## src/rtl/rlbp_pkg.sv

```systemverilog
// rlbp_pkg -- shared definitions for the RLBP comparator reader.
//
// Contents:
//   - Wishbone register offsets (word index taken from wbs_adr_i[3:2])
//   - STATUS and CTRL field bit positions
//   - capture FSM state encoding
//   - IRQ threshold reset value
package rlbp_pkg;

   // Register map, indexed by wbs_adr_i[3:2]
   localparam logic [1:0] REG_DATA   = 2'd0;
   localparam logic [1:0] REG_STATUS = 2'd1;
   localparam logic [1:0] REG_CTRL   = 2'd2;
   localparam logic [1:0] REG_RSVD   = 2'd3;

   // STATUS fields
   localparam int ST_EMPTY_BIT  = 0;
   localparam int ST_OVF_BIT    = 1;
   localparam int ST_LEVEL_LSB  = 4;   // 8-bit FIFO level
   localparam int ST_ABORT_LSB  = 16;  // 8-bit abort counter

   // CTRL fields
   localparam int CTRL_EN_BIT      = 0;
   localparam int CTRL_OVF_CLR_BIT = 1;  // write-1-clears ovf, reads 0
   localparam int CTRL_THR_LSB     = 4;  // 4-bit irq threshold

   localparam logic [3:0] IRQ_THR_RST = 4'd4;

   // Capture FSM
   typedef enum logic [1:0] {
      S_IDLE    = 2'd0,
      S_COLLECT = 2'd1,
      S_PUSH    = 2'd2
   } cap_state_e;

endpackage

```

## src/rtl/rlbp_code_fifo.sv

```systemverilog
// rlbp_code_fifo -- synchronous show-ahead FIFO for tagged LBP codes.
//
// Ports:
//   clk_i    : clock
//   rst_ni   : synchronous active-low reset (empties the FIFO)
//   push_i   : write request; accepted when not full, or when full and a
//              pop is accepted in the same cycle
//   wdata_i  : word to write
//   pop_i    : read request; ignored when empty
//   rdata_o  : head word, valid whenever empty_o is low
//   level_o  : number of stored words (0..DEPTH)
//   full_o   : level_o == DEPTH
//   empty_o  : level_o == 0
//
// DEPTH must be a power of two >= 2 so the pointers wrap naturally.
module rlbp_code_fifo
   import rlbp_pkg::*;
#(
   parameter int WIDTH = 16,
   parameter int DEPTH = 8
) (
   input  logic                     clk_i,
   input  logic                     rst_ni,
   input  logic                     push_i,
   input  logic [WIDTH-1:0]         wdata_i,
   input  logic                     pop_i,
   output logic [WIDTH-1:0]         rdata_o,
   output logic [$clog2(DEPTH):0]   level_o,
   output logic                     full_o,
   output logic                     empty_o
);

   localparam int AW = $clog2(DEPTH);
   localparam logic [AW:0] FULL_LVL = (AW+1)'(DEPTH);

   logic [WIDTH-1:0] mem_q [DEPTH];
   logic [AW-1:0]    wr_ptr_q, wr_ptr_d;
   logic [AW-1:0]    rd_ptr_q, rd_ptr_d;
   logic [AW:0]      level_q, level_d;
   logic             do_push, do_pop;

   assign empty_o = (level_q == '0);
   assign full_o  = (level_q == FULL_LVL);
   assign level_o = level_q;
   assign rdata_o = mem_q[rd_ptr_q];

   // A full FIFO still takes a write when the head leaves in the same cycle:
   // the head slot is read combinationally before the edge overwrites it.
   assign do_pop  = pop_i & ~empty_o;
   assign do_push = push_i & (~full_o | do_pop);

   always_comb begin
      wr_ptr_d = wr_ptr_q;
      rd_ptr_d = rd_ptr_q;
      level_d  = level_q;
      if (do_push) wr_ptr_d = wr_ptr_q + AW'(1);
      if (do_pop)  rd_ptr_d = rd_ptr_q + AW'(1);
      case ({do_push, do_pop})
         2'b10:   level_d = level_q + (AW+1)'(1);
         2'b01:   level_d = level_q - (AW+1)'(1);
         default: level_d = level_q;
      endcase
   end

   always_ff @(posedge clk_i) begin
      if (!rst_ni) begin
         wr_ptr_q <= '0;
         rd_ptr_q <= '0;
         level_q  <= '0;
      end else begin
         wr_ptr_q <= wr_ptr_d;
         rd_ptr_q <= rd_ptr_d;
         level_q  <= level_d;
      end
   end

   // Storage is not reset; only words below level_o are ever observed.
   always_ff @(posedge clk_i) begin
      if (do_push) mem_q[wr_ptr_q] <= wdata_i;
   end

endmodule

```

## src/rtl/rlbp_cmp_reader.sv

```systemverilog
// rlbp_cmp_reader -- collects NBITS comparator decisions per LBP code into a
// tagged FIFO and exposes it through a Wishbone slave.
//
// Ports:
//   wb_clk_i      : sole clock
//   wb_rst_i      : synchronous active-low reset
//   cmp_i         : asynchronous comparator output (2-flop synchronised)
//   start_i       : one-cycle pulse, begins a new code (aborts a partial one)
//   cmp_strobe_i  : one-cycle pulse, comparator decision valid
//   wbs_cyc_i/stb_i/we_i/adr_i/dat_i/sel_i : Wishbone request
//   wbs_ack_o/dat_o                        : Wishbone response
//   irq_o         : FIFO-level interrupt
//
// Registers (wbs_adr_i[3:2]):
//   0 DATA   read pops, {16'b0, tag[3:0], code}; 0 when empty (no pop)
//   1 STATUS {abort_cnt @23:16, level @11:4, ovf @1, empty @0}
//   2 CTRL   en @0, ovf write-1-clear @1, irq_thr @7:4 (byte lane 0)
//   3        reads 0, writes ignored
//
// Build option: define RLBP_READER_IRQ_EN to enable the registered
// interrupt irq_o = (level >= irq_thr) | ovf. Without it irq_o is 0 and
// irq_thr reads as 0 and cannot be written.
module rlbp_cmp_reader
   import rlbp_pkg::*;
#(
   parameter int NBITS = 12,
   parameter int DEPTH = 8
) (
   input  logic        wb_clk_i,
   input  logic        wb_rst_i,
   input  logic        cmp_i,
   input  logic        start_i,
   input  logic        cmp_strobe_i,
   input  logic        wbs_cyc_i,
   input  logic        wbs_stb_i,
   input  logic        wbs_we_i,
   input  logic [31:0] wbs_adr_i,
   input  logic [31:0] wbs_dat_i,
   input  logic [3:0]  wbs_sel_i,
   output logic        wbs_ack_o,
   output logic [31:0] wbs_dat_o,
   output logic        irq_o
);

   localparam int KW = (NBITS > 1) ? $clog2(NBITS) : 1;
   localparam int LW = $clog2(DEPTH) + 1;
   localparam int FW = 4 + NBITS;

   // ---------------- comparator synchroniser ----------------
   logic cmp_s1_q, cmp_s_q;

   always_ff @(posedge wb_clk_i) begin
      if (!wb_rst_i) begin
         cmp_s1_q <= 1'b0;
         cmp_s_q  <= 1'b0;
      end else begin
         cmp_s1_q <= cmp_i;
         cmp_s_q  <= cmp_s1_q;
      end
   end

   // ---------------- state ----------------
   cap_state_e       state_q, state_d;
   logic [KW-1:0]    k_q, k_d;
   logic [NBITS-1:0] code_q, code_d;
   logic [3:0]       tag_q, tag_d;
   logic [7:0]       abort_cnt_q, abort_cnt_d;
   logic             ovf_q, ovf_d;
   logic             en_q, en_d;
   logic             ack_q, req_seen_q;
   logic [31:0]      dat_q;
   logic [3:0]       irq_thr;

   // FIFO
   logic             push;
   logic             pop;
   logic [FW-1:0]    fifo_rdata;
   logic [LW-1:0]    fifo_level;
   logic             fifo_full, fifo_empty;
   logic [7:0]       level8;

   assign level8 = 8'(fifo_level);

   // ---------------- Wishbone handshake ----------------
   // A request (cyc & stb) is accepted on the first edge it is seen high;
   // all side effects (pop, CTRL write) happen on that edge and ack plus
   // read data appear for exactly the following cycle. req_seen_q blocks a
   // second acceptance until stb has been seen low at an edge.
   logic       wb_req, wb_acc, wb_rd, wb_wr, ctrl_wr;
   logic [1:0] reg_sel;
   logic [31:0] rd_word;

   assign wb_req  = wbs_cyc_i & wbs_stb_i;
   assign wb_acc  = wb_req & ~req_seen_q;
   assign wb_rd   = wb_acc & ~wbs_we_i;
   assign wb_wr   = wb_acc & wbs_we_i;
   assign reg_sel = wbs_adr_i[3:2];
   assign pop     = wb_rd & (reg_sel == REG_DATA) & ~fifo_empty;
   // All CTRL fields live in byte lane 0.
   assign ctrl_wr = wb_wr & (reg_sel == REG_CTRL) & wbs_sel_i[0];

   always_comb begin
      logic [31:0] status_w;
      logic [31:0] ctrl_w;
      status_w = '0;
      status_w[ST_EMPTY_BIT]        = fifo_empty;
      status_w[ST_OVF_BIT]          = ovf_q;
      status_w[ST_LEVEL_LSB +: 8]   = level8;
      status_w[ST_ABORT_LSB +: 8]   = abort_cnt_q;
      ctrl_w = '0;
      ctrl_w[CTRL_EN_BIT]           = en_q;
      ctrl_w[CTRL_THR_LSB +: 4]     = irq_thr;
      case (reg_sel)
         REG_DATA:   rd_word = fifo_empty ? 32'd0 : 32'(fifo_rdata);
         REG_STATUS: rd_word = status_w;
         REG_CTRL:   rd_word = ctrl_w;
         default:    rd_word = 32'd0;
      endcase
   end

   // ---------------- capture FSM ----------------
   always_comb begin
      state_d     = state_q;
      k_d         = k_q;
      code_d      = code_q;
      tag_d       = tag_q;
      abort_cnt_d = abort_cnt_q;
      push        = 1'b0;
      case (state_q)
         S_IDLE: begin
            if (start_i && en_q) begin
               state_d = S_COLLECT;
               k_d     = '0;
               code_d  = '0;
            end
         end
         S_COLLECT: begin
            // A new start wins over a coincident strobe: the code restarts.
            if (start_i) begin
               k_d    = '0;
               code_d = '0;
               if (abort_cnt_q != 8'hFF) abort_cnt_d = abort_cnt_q + 8'd1;
            end else if (cmp_strobe_i) begin
               code_d[k_q] = cmp_s_q;
               if (k_q == KW'(NBITS-1)) begin
                  state_d = S_PUSH;
                  k_d     = '0;
               end else begin
                  k_d = k_q + KW'(1);
               end
            end
         end
         S_PUSH: begin
            push    = 1'b1;
            tag_d   = tag_q + 4'd1;   // advances even when the code is dropped
            state_d = S_IDLE;
         end
         default: state_d = S_IDLE;
      endcase
   end

   // ---------------- control register next state ----------------
   always_comb begin
      en_d  = en_q;
      ovf_d = ovf_q;
      if (ctrl_wr) begin
         en_d = wbs_dat_i[CTRL_EN_BIT];
         if (wbs_dat_i[CTRL_OVF_CLR_BIT]) ovf_d = 1'b0;
      end
      // A drop in the same cycle as a clear keeps ovf set.
      if (push && fifo_full && !pop) ovf_d = 1'b1;
   end

   always_ff @(posedge wb_clk_i) begin
      if (!wb_rst_i) begin
         state_q     <= S_IDLE;
         k_q         <= '0;
         code_q      <= '0;
         tag_q       <= '0;
         abort_cnt_q <= '0;
         ovf_q       <= 1'b0;
         en_q        <= 1'b0;
         ack_q       <= 1'b0;
         req_seen_q  <= 1'b0;
         dat_q       <= '0;
      end else begin
         state_q     <= state_d;
         k_q         <= k_d;
         code_q      <= code_d;
         tag_q       <= tag_d;
         abort_cnt_q <= abort_cnt_d;
         ovf_q       <= ovf_d;
         en_q        <= en_d;
         ack_q       <= wb_acc;
         req_seen_q  <= wb_req;
         dat_q       <= wb_rd ? rd_word : 32'd0;
      end
   end

   assign wbs_ack_o = ack_q;
   assign wbs_dat_o = dat_q;

   // ---------------- interrupt ----------------
`ifdef RLBP_READER_IRQ_EN
   logic [3:0] irq_thr_q;
   logic       irq_q;

   always_ff @(posedge wb_clk_i) begin
      if (!wb_rst_i) begin
         irq_thr_q <= IRQ_THR_RST;
         irq_q     <= 1'b0;
      end else begin
         if (ctrl_wr) irq_thr_q <= wbs_dat_i[CTRL_THR_LSB +: 4];
         irq_q <= (level8 >= {4'd0, irq_thr_q}) | ovf_q;
      end
   end

   assign irq_thr = irq_thr_q;
   assign irq_o   = irq_q;
`else
   assign irq_thr = 4'd0;
   assign irq_o   = 1'b0;
`endif

   // ---------------- code FIFO ----------------
   rlbp_code_fifo #(
      .WIDTH (FW),
      .DEPTH (DEPTH)
   ) u_fifo (
      .clk_i   (wb_clk_i),
      .rst_ni  (wb_rst_i),
      .push_i  (push),
      .wdata_i ({tag_q, code_q}),
      .pop_i   (pop),
      .rdata_o (fifo_rdata),
      .level_o (fifo_level),
      .full_o  (fifo_full),
      .empty_o (fifo_empty)
   );

   // Address/data/select bits outside the decoded fields are don't-care.
   logic unused_ok;
   assign unused_ok = ^{wbs_adr_i, wbs_dat_i, wbs_sel_i};

endmodule

```

## config.mk

```make
export PLATFORM = sky130hd
export DESIGN_NAME = rlbp_cmp_reader
export DESIGN_NICKNAME = d
export VERILOG_FILES = /design/src/rtl/rlbp_pkg.sv /design/src/rtl/rlbp_code_fifo.sv /design/src/rtl/rlbp_cmp_reader.sv
export SDC_FILE = /design/constraint.sdc
export NUM_CORES = 1
export LEC_CHECK = 0
export ABC_AREA = 1
export CAP_MARGIN = 20
export CORE_MARGIN = 8
export CORE_UTILIZATION = 38
export CTS_CLUSTER_SIZE = 10
export DETAILED_ROUTE_END_ITERATION = 8
export PLACE_DENSITY = 0.63
export SYNTH_ARGS = -nofsm -noshare
export SYNTH_HDL_FRONTEND = slang
export SYNTH_SLANG_ARGS = --single-unit
```

## constraint.sdc

```tcl
create_clock -name wb_clk_i -period 2.9 [get_ports wb_clk_i]
set_input_delay 0.58 -clock wb_clk_i [delete_from_list [all_inputs] [get_ports wb_clk_i]]
set_output_delay 0.58 -clock wb_clk_i [all_outputs]
set_load 0.02 [all_outputs]
```

==> reports/results.tsv, run 1 <==
stage	metric	value	unit
outcome	status	completed	
setup_path	critical_path_required	3.28	ns
drt	antenna_left	0	
clock_network	numCtsBuffers	24	
setup_path	critPathArrivalTime	2.58	ns
floorplanning	die_y	163.6	um
clock_network	clk_pin_slew_worst_paths	0.05	ns
setup_path	timing.rr.end	u_fifo.level_o[2]	
logic_synthesis	ys_seq_area_share	64.13	%
global_routing	antenna_found_initial	0	
clock_network	htreeDepth	1	
logic_synthesis	yosys_warnings	0	
layout	diodes	0	
sta	final.min_clock_period	2.193	ns
drt	drc	0	
layout	final_common_cell	nor2_1	
setup_path	crit_path_max_fanout	4	
clock_network	post_cts_resized	0	
sta	fin_skew	0.02033	ns
sta	tightest_slew	0.6777	ns
setup_path	endpoint_kind	flip-flop	
layout	drive_gt1_share	7.545	%
floorplanning	rows	54	
setup_path	cpPeakStageDelay	0.47	ns
floorplanning	core	0.02162	mm2
setup_path	rr_startpoint	u_fifo.level_o[1]	
sta	drv_slew	0	
setup_path	startpoint_type	primary input	
logic_synthesis	synth_area	0.008273	mm2
clock_network	cts_tree	built	
drt	viasPerCell	4.864	
clock_network	insertion_delay	0.51	ns
clock_network	clock_sinks	201	
drt	drtPass1Iterations	5	
floorplanning	die_w	163.6	um
clock_network	root_buffer	clkbuf_16	
drt	wl	17510	um
setup_path	criticalPathCategory	primary input to flip-flop	
clock_network	ctsHoldBuffers	0	
sta	finalSetupViolCount	0	
job	drv_cap	0	
pwr	max-vdd-ir-drop	0.0003605	V
global_routing	grt_overflow_total	0	
global_routing	grt_usage	13.09	%
hold_path	hold_path_end	cmp_s_q	
placement	globalplace.congestion	0.8413	
drt	routed-via-count	5681	
placement	io_buffers	37	
pwr	p_leak	3.655	nW
sta	fin_tns_setup	0	ns
placement	pre_cts_slack	0.1934	ns
clock_network	post_cts_buffers	0	
global_routing	grt_pass1_wl	28280	um
setup_path	crit_slowest_cell	clkdlybuf4s50_1	
global_routing	grt_pass1_vias	5445	
hold_path	min_path_type	flip-flop to flip-flop	
setup_path	r2r_cells	11	
drt	wire_per_inst	14.99	um
floorplanning	io_pins	110	
setup_path	crit_chain	clkdlybuf4s50_1, nand2_1, nor2_2, nand3_2, nand3_2, nand2_2, ha_1, xor2_1, ha_1, a21oi_1, xor2_1, a21oi_1	
clock_network	cts.path.max_buffers	3	
sta	worst_slack	0.7067	ns
layout	mostFrequentLayoutCells	nor2_1, edfxtp_1, nand2_1, o21ai_0, dfxtp_1	
drt	drt_iter0_markers	328	
global_routing	grt_max_degree	65	
setup_path	reg2reg_slack	0.90	ns
sta	fmax	0.4559	GHz
sta	hold_violations	0	
pwr	p_per_area	602.7	mW/mm2
logic_synthesis	synth-seq-cells	201	
floorplanning	start_util	38.26	%
layout	layout.nets	957	
hold_path	hold_depth	2	
placement	post-dp-hpwl	10610	um
floorplanning	die_area	0.02675	mm2
logic_synthesis	netlist_instances	823	
logic_synthesis	synth_area_per_cell	10.05	um2
layout	synthToLayoutAreaGrowth	16.67	%
logic_synthesis	ys_types	35	
sta	period_share	75.63	%
sta	rsz0062_at_grt	false	
sta	relSlewSlack	54.82	%
hold_path	worstHoldStart	cmp_s1_q	
registers in the layout (all words and copies together) (netlist names), named ones only:
name,cells
u_fifo.mem_q,128
wbs_dat_o,24
code_q,12
abort_cnt_q,8
k_q,4
tag_q,4
u_fifo.level_o,4
u_fifo.rd_ptr_q,3
u_fifo.wr_ptr_q,3
state_q,2
cmp_s1_q,1
cmp_s_q,1
en_q,1
ovf_q,1
req_seen_q,1
wbs_ack_o,1
per-layer routing:
layer  part of all wire, %  routed length, um  global-route usage [%]  up-vias
li1                      -                  -                       -     2858
met1                    45               7919                   17.04     2682
met2                    48               8389                   22.13      116
met3                   5.2                909                   2.293       25
met4                   1.6                287                   3.430        0
met5                     0                  0                       0        -
critical path, delay by kind of cell:
family                   cells  cell delay (ns)
XOR/XNOR                     2             0.32
AND/OR/NAND/NOR              5             0.56
adder cells (fa/ha/maj)      2             0.42
AO/OA/AOI/OAI                2             0.23
buffers and inverters        1             0.47
cell families (layout without fill, tap and decap cells):
| group | Yosys count | in the layout | synth area share (%) |
|---|---|---|---|
| xor+xnor | 6 | 6 | 0.6352 |
| flops | 201 | 201 | 64.13 |
| fa+ha+maj | 11 | 11 | 1.664 |
| simple gates | 348 | 348 | 17.92 |
| other cells | 1 | 9 | 0.04533 |
| compound gates | 143 | 143 | 8.938 |
| buf+inv | 113 | 170 | 6.670 |
worst max path at each step:
stage / startpoint / end / cells after the start
finish: wbs_cyc_i / u_fifo.level_o[2] / 12
global route: wbs_adr_i[3] / u_fifo.level_o[2] / 11
CTS: wbs_cyc_i / u_fifo.level_o[2] / 12
detailed placement: wbs_cyc_i / u_fifo.level_o[2] / 12
global placement: wbs_cyc_i / u_fifo.level_o[2] / 12
floorplan: wbs_cyc_i / u_fifo.mem_q[0][0] / 8
area by class of cell:
| type | count | area [um2] |
|---|---|---|
| Clock inverter | 2 | 46.29 |
| Clock buffer | 42 | 668.1 |
| Sequential cell | 201 | 5306 |
| Multi-Input combinational cell | 517 | 2446 |
| Timing Repair Buffer | 54 | 560.5 |
| Tap cell | 280 | 350.3 |
| Fill cell | 2045 | 11970 |
| Inverter | 72 | 274.0 |
through the flow:
step	hold WS, ns	cells	cell area (um2)	utilization (%)	total power, mW
after floorplan	0.3905	831	8303	-	3.137
after global placement	0.3959	1124	8937	41.34	3.161
after detailed placement	0.4031	1124	8937	41.34	3.162
after CTS	0.4171	1168	9652	44.64	5.867
after global routing	0.4696	1168	9652	44.64	5.988
final	0.4155	1168	9652	44.64	5.817
Yosys cell counts, drive strengths merged:
cell,n,area share [%]
inv,69,3.2
nand3,59,3.7
buf,36,3.1
and3,2,0.15
nand2,127,6.0
conb,1,0.045
ha,11,1.7
o21ai,91,5.5
clkbuf,5,0.23
dfxtp,73,18
o22a,1,0.11
o211ai,1,0.091
edfxtp,128,46
xnor2,1,0.11
o22ai,9,0.68
clkinv,3,0.15
xor2,5,0.53
a22oi,1,0.091
nor2,141,6.8
nor3,13,0.79
a21oi,40,2.5
nand4,3,0.23
nand3b,3,0.27
power breakdown:
part	switching, mW	internal, mW	leakage, nW	total [mW]
logic	0.0567	0.0288	1.45	0.0855
registers	0.00347	3.01	1.86	3.02
clock network	1.07	1.64	0.338	2.71
total	1.13	4.68	3.66	5.82
Note: power is estimated with default switching activity, not from simulation.
==> run 2, diff against run 1 <==
--- a/config.mk
+++ b/config.mk
@@ -11,7 +11,7 @@
 export CORE_UTILIZATION = 38
 export CTS_CLUSTER_SIZE = 10
 export DETAILED_ROUTE_END_ITERATION = 8
-export PLACE_DENSITY = 0.63
+export PLACE_DENSITY = 0.65
 export SYNTH_ARGS = -nofsm -noshare
 export SYNTH_HDL_FRONTEND = slang
 export SYNTH_SLANG_ARGS = --single-unit
==> constraint.sdc (replaced) <==
create_clock -name wb_clk_i -period 1.81 [get_ports wb_clk_i]
set_input_delay 0.362 -clock wb_clk_i [delete_from_list [all_inputs] [get_ports wb_clk_i]]
set_output_delay 0.362 -clock wb_clk_i [all_outputs]
set_load 0.02 [all_outputs]
==> reports/results.tsv, run 2 (synthesis gave the netlist of run 1 again) <==
stage	metric	value	unit	change
outcome	status	finished, violations left		
outcome	violations	setup timing		
setup_path	critical_path_required	2.21	ns	-1.07 ns
sta	finalSetupViolCount	1		+1
global_routing	grt_overflow_total	0		unchanged
sta	hold_violations	0		unchanged
setup_path	crit_slowest_cell	clkdlybuf4s50_1		
pwr	power	9.213	mW	+58%
layout	finalNonFillerCells	1203		+3.0%
placement	io_buffers	37		unchanged
drt	antenna_left	0		unchanged
layout	mostFrequentLayoutCells	edfxtp_1, nor2_1, nand2_1, o21ai_0, dfxtp_1		
clock_network	cts.path.max_buffers	3		unchanged
global_routing	grt_usage	13.31	%	+0.22 points
floorplanning	die_w	163.6	um	unchanged
hold_path	hold_path_end	cmp_s1_q		
layout	layout.nets	996		+4.1%
hold_path	min_path_type	primary input to flip-flop		
clock_network	clk_pin_slew_worst_paths	0.05	ns	about the same
layout	final_cell_area	0.01019	mm2	+5.6%
floorplanning	die_y	163.6	um	unchanged
layout	drive_gt1_share	14.19	%	+6.6 points
setup_path	crit_chain	clkdlybuf4s50_1, nor2_2, nand3_4, buf_6, nor2_4, buf_6, ha_4, inv_2, buf_4, nand3_1, a21oi_1, nor2_1		
pwr	max-vdd-ir-drop	0.0005803	V	+61%
pwr	p_per_area	903.8	mW/mm2	+50%
drt	drt_iter0_markers	285		-13%
clock_network	root_buffer	clkbuf_16		
sta	fin_skew	0.01253	ns	-0.007799 ns
pwr	p_leak	4.139	nW	+13%
setup_path	crit_path_max_fanout	5		+1
placement	pre_cts_slack	-0.6458	ns	-0.8391 ns
global_routing	grt_max_degree	38		-42%
job	drv_cap	0		unchanged
placement	dpl.cell_count	1156		+2.8%
sta	drv_slew	0		unchanged
placement	placed_cell_area	0.009295	mm2	+4.0%
sta	period_share	100.1	%	
layout	final_common_cell	edfxtp_1		
clock_network	ctsHoldBuffers	0		unchanged
layout	largest_reg_flops	128		unchanged
floorplanning	core	0.02162	mm2	unchanged
placement	post-dp-hpwl	11160	um	+5.3%
drt	drc	0		unchanged
setup_path	endpoint_kind	flip-flop		
clock_network	cts_tree	built		
floorplanning	rows	54		unchanged
setup_path	rr_startpoint	req_seen_q		
setup_path	criticalPathCategory	primary input to flip-flop		
hold_path	hold_depth	3		+1
layout	diodes	0		unchanged
drt	wire_per_inst	15.02	um	+0.21%
floorplanning	io_pins	110		unchanged
floorplanning	die_area	0.02675	mm2	unchanged
placement	globalplace.congestion	0.7999		-4.9%
sta	rsz0062_at_grt	true		
setup_path	timing.rr.end	u_fifo.level_o[3]		
global_routing	grt_pass1_wl	28570	um	+1.0%
sta	fmax	0.5519	GHz	
clock_network	numCtsBuffers	24		unchanged
clock_network	clock_sinks	201		unchanged
setup_path	critPathArrivalTime	2.21	ns	-0.37 ns
setup_path	cp_top_family	buffers and inverters		
global_routing	antenna_found_initial	0		unchanged
setup_path	startpoint_type	primary input		
drt	drtPass1Iterations	5		unchanged
sta	worst_slack	-0.001805	ns	-0.7085 ns
global_routing	grt_pass1_vias	5489		+0.81%
setup_path	r2r_cells	11		unchanged
setup_path	critPathBufInv	5		+4
floorplanning	start_util	38.26	%	unchanged
layout	synthToLayoutAreaGrowth	23.22	%	
clock_network	htreeDepth	1		unchanged
drt	routed-via-count	5859		+3.1%
setup_path	cpPeakStageDelay	0.43	ns	-0.04 ns
drt	viasPerCell	4.870		+0.13%
sta	final.min_clock_period	1.812	ns	
setup_path	cpMostUsedCell	buf_6		
drt	wl	18070	um	+3.2%
layout	regMostFlops	u_fifo.mem_q		
clock_network	insertion_delay	0.51	ns	about the same
hold_path	worstHoldStart	cmp_i		
setup_path	reg2reg_slack	0.02	ns	-0.88 ns
## run 2: how the worst max path moves through the flow
stage	to	depth (start not counted)	start
2_1_floorplan	u_fifo.mem_q[1][0]	6	wbs_cyc_i
3_3_place_gp	u_fifo.level_o[1]	11	wbs_cyc_i
3_5_place_dp	u_fifo.level_o[1]	10	wbs_adr_i[2]
4_1_cts	wbs_dat_o[19]	1	wbs_dat_o[19]
5_1_grt	u_fifo.level_o[3]	12	wbs_adr_i[3]
6_report	u_fifo.level_o[3]	12	wbs_adr_i[3]
## run 2: layout make-up
type | instances | area [um2]
Inverter | 72 | 274.0
Timing Repair Buffer | 93 | 977.2
Clock inverter | 2 | 23.77
Fill cell | 1963 | 11430
Multi-Input combinational cell | 517 | 2597
Clock buffer | 38 | 663.1
Tap cell | 280 | 350.3
Sequential cell | 201 | 5308
## run 2: tightest hold or removal path: stages
cell             delay (ns)
clkdlybuf4s50_1        0.39
nand2_1                0.06
inv_1                  0.03
## run 2: timing repair
action	4_1_cts	5_1_grt
pin swaps	11	15
endpoints found under the setup margin	8	145
buffers inserted	5	2
gates resized for setup	20	31
## run 2: per-layer routing
metal	vias up	global-route usage [%]	part of all wire (%)
met2	142	22.54	49
met5	-	0	0
met3	19	2.722	5.6
met4	0	3.802	1.2
li1	2931	-	-
met1	2767	16.94	45
## run 2: per-stage QoR
stage | hold slack [ns] | TNS [ns] | utilization (%)
6_report | 0.3900 | -0.001805 | 47.15
2_1_floorplan | 0.3905 | -13.31 | -
3_5_place_dp | 0.4030 | -60.24 | 42.99
3_3_place_gp | 0.3927 | -55.55 | 42.99
5_1_grt | 0.4274 | -0.1481 | 47.15
4_1_cts | 0.3731 | 0 | 46.56
## run 2: power by group
group	leakage, nW	internal (mW)	total, mW	switching [mW]
registers	1.84	4.83	4.84	0.00516
clock network	0.325	2.49	4.21	1.72
logic	1.97	0.0653	0.167	0.102
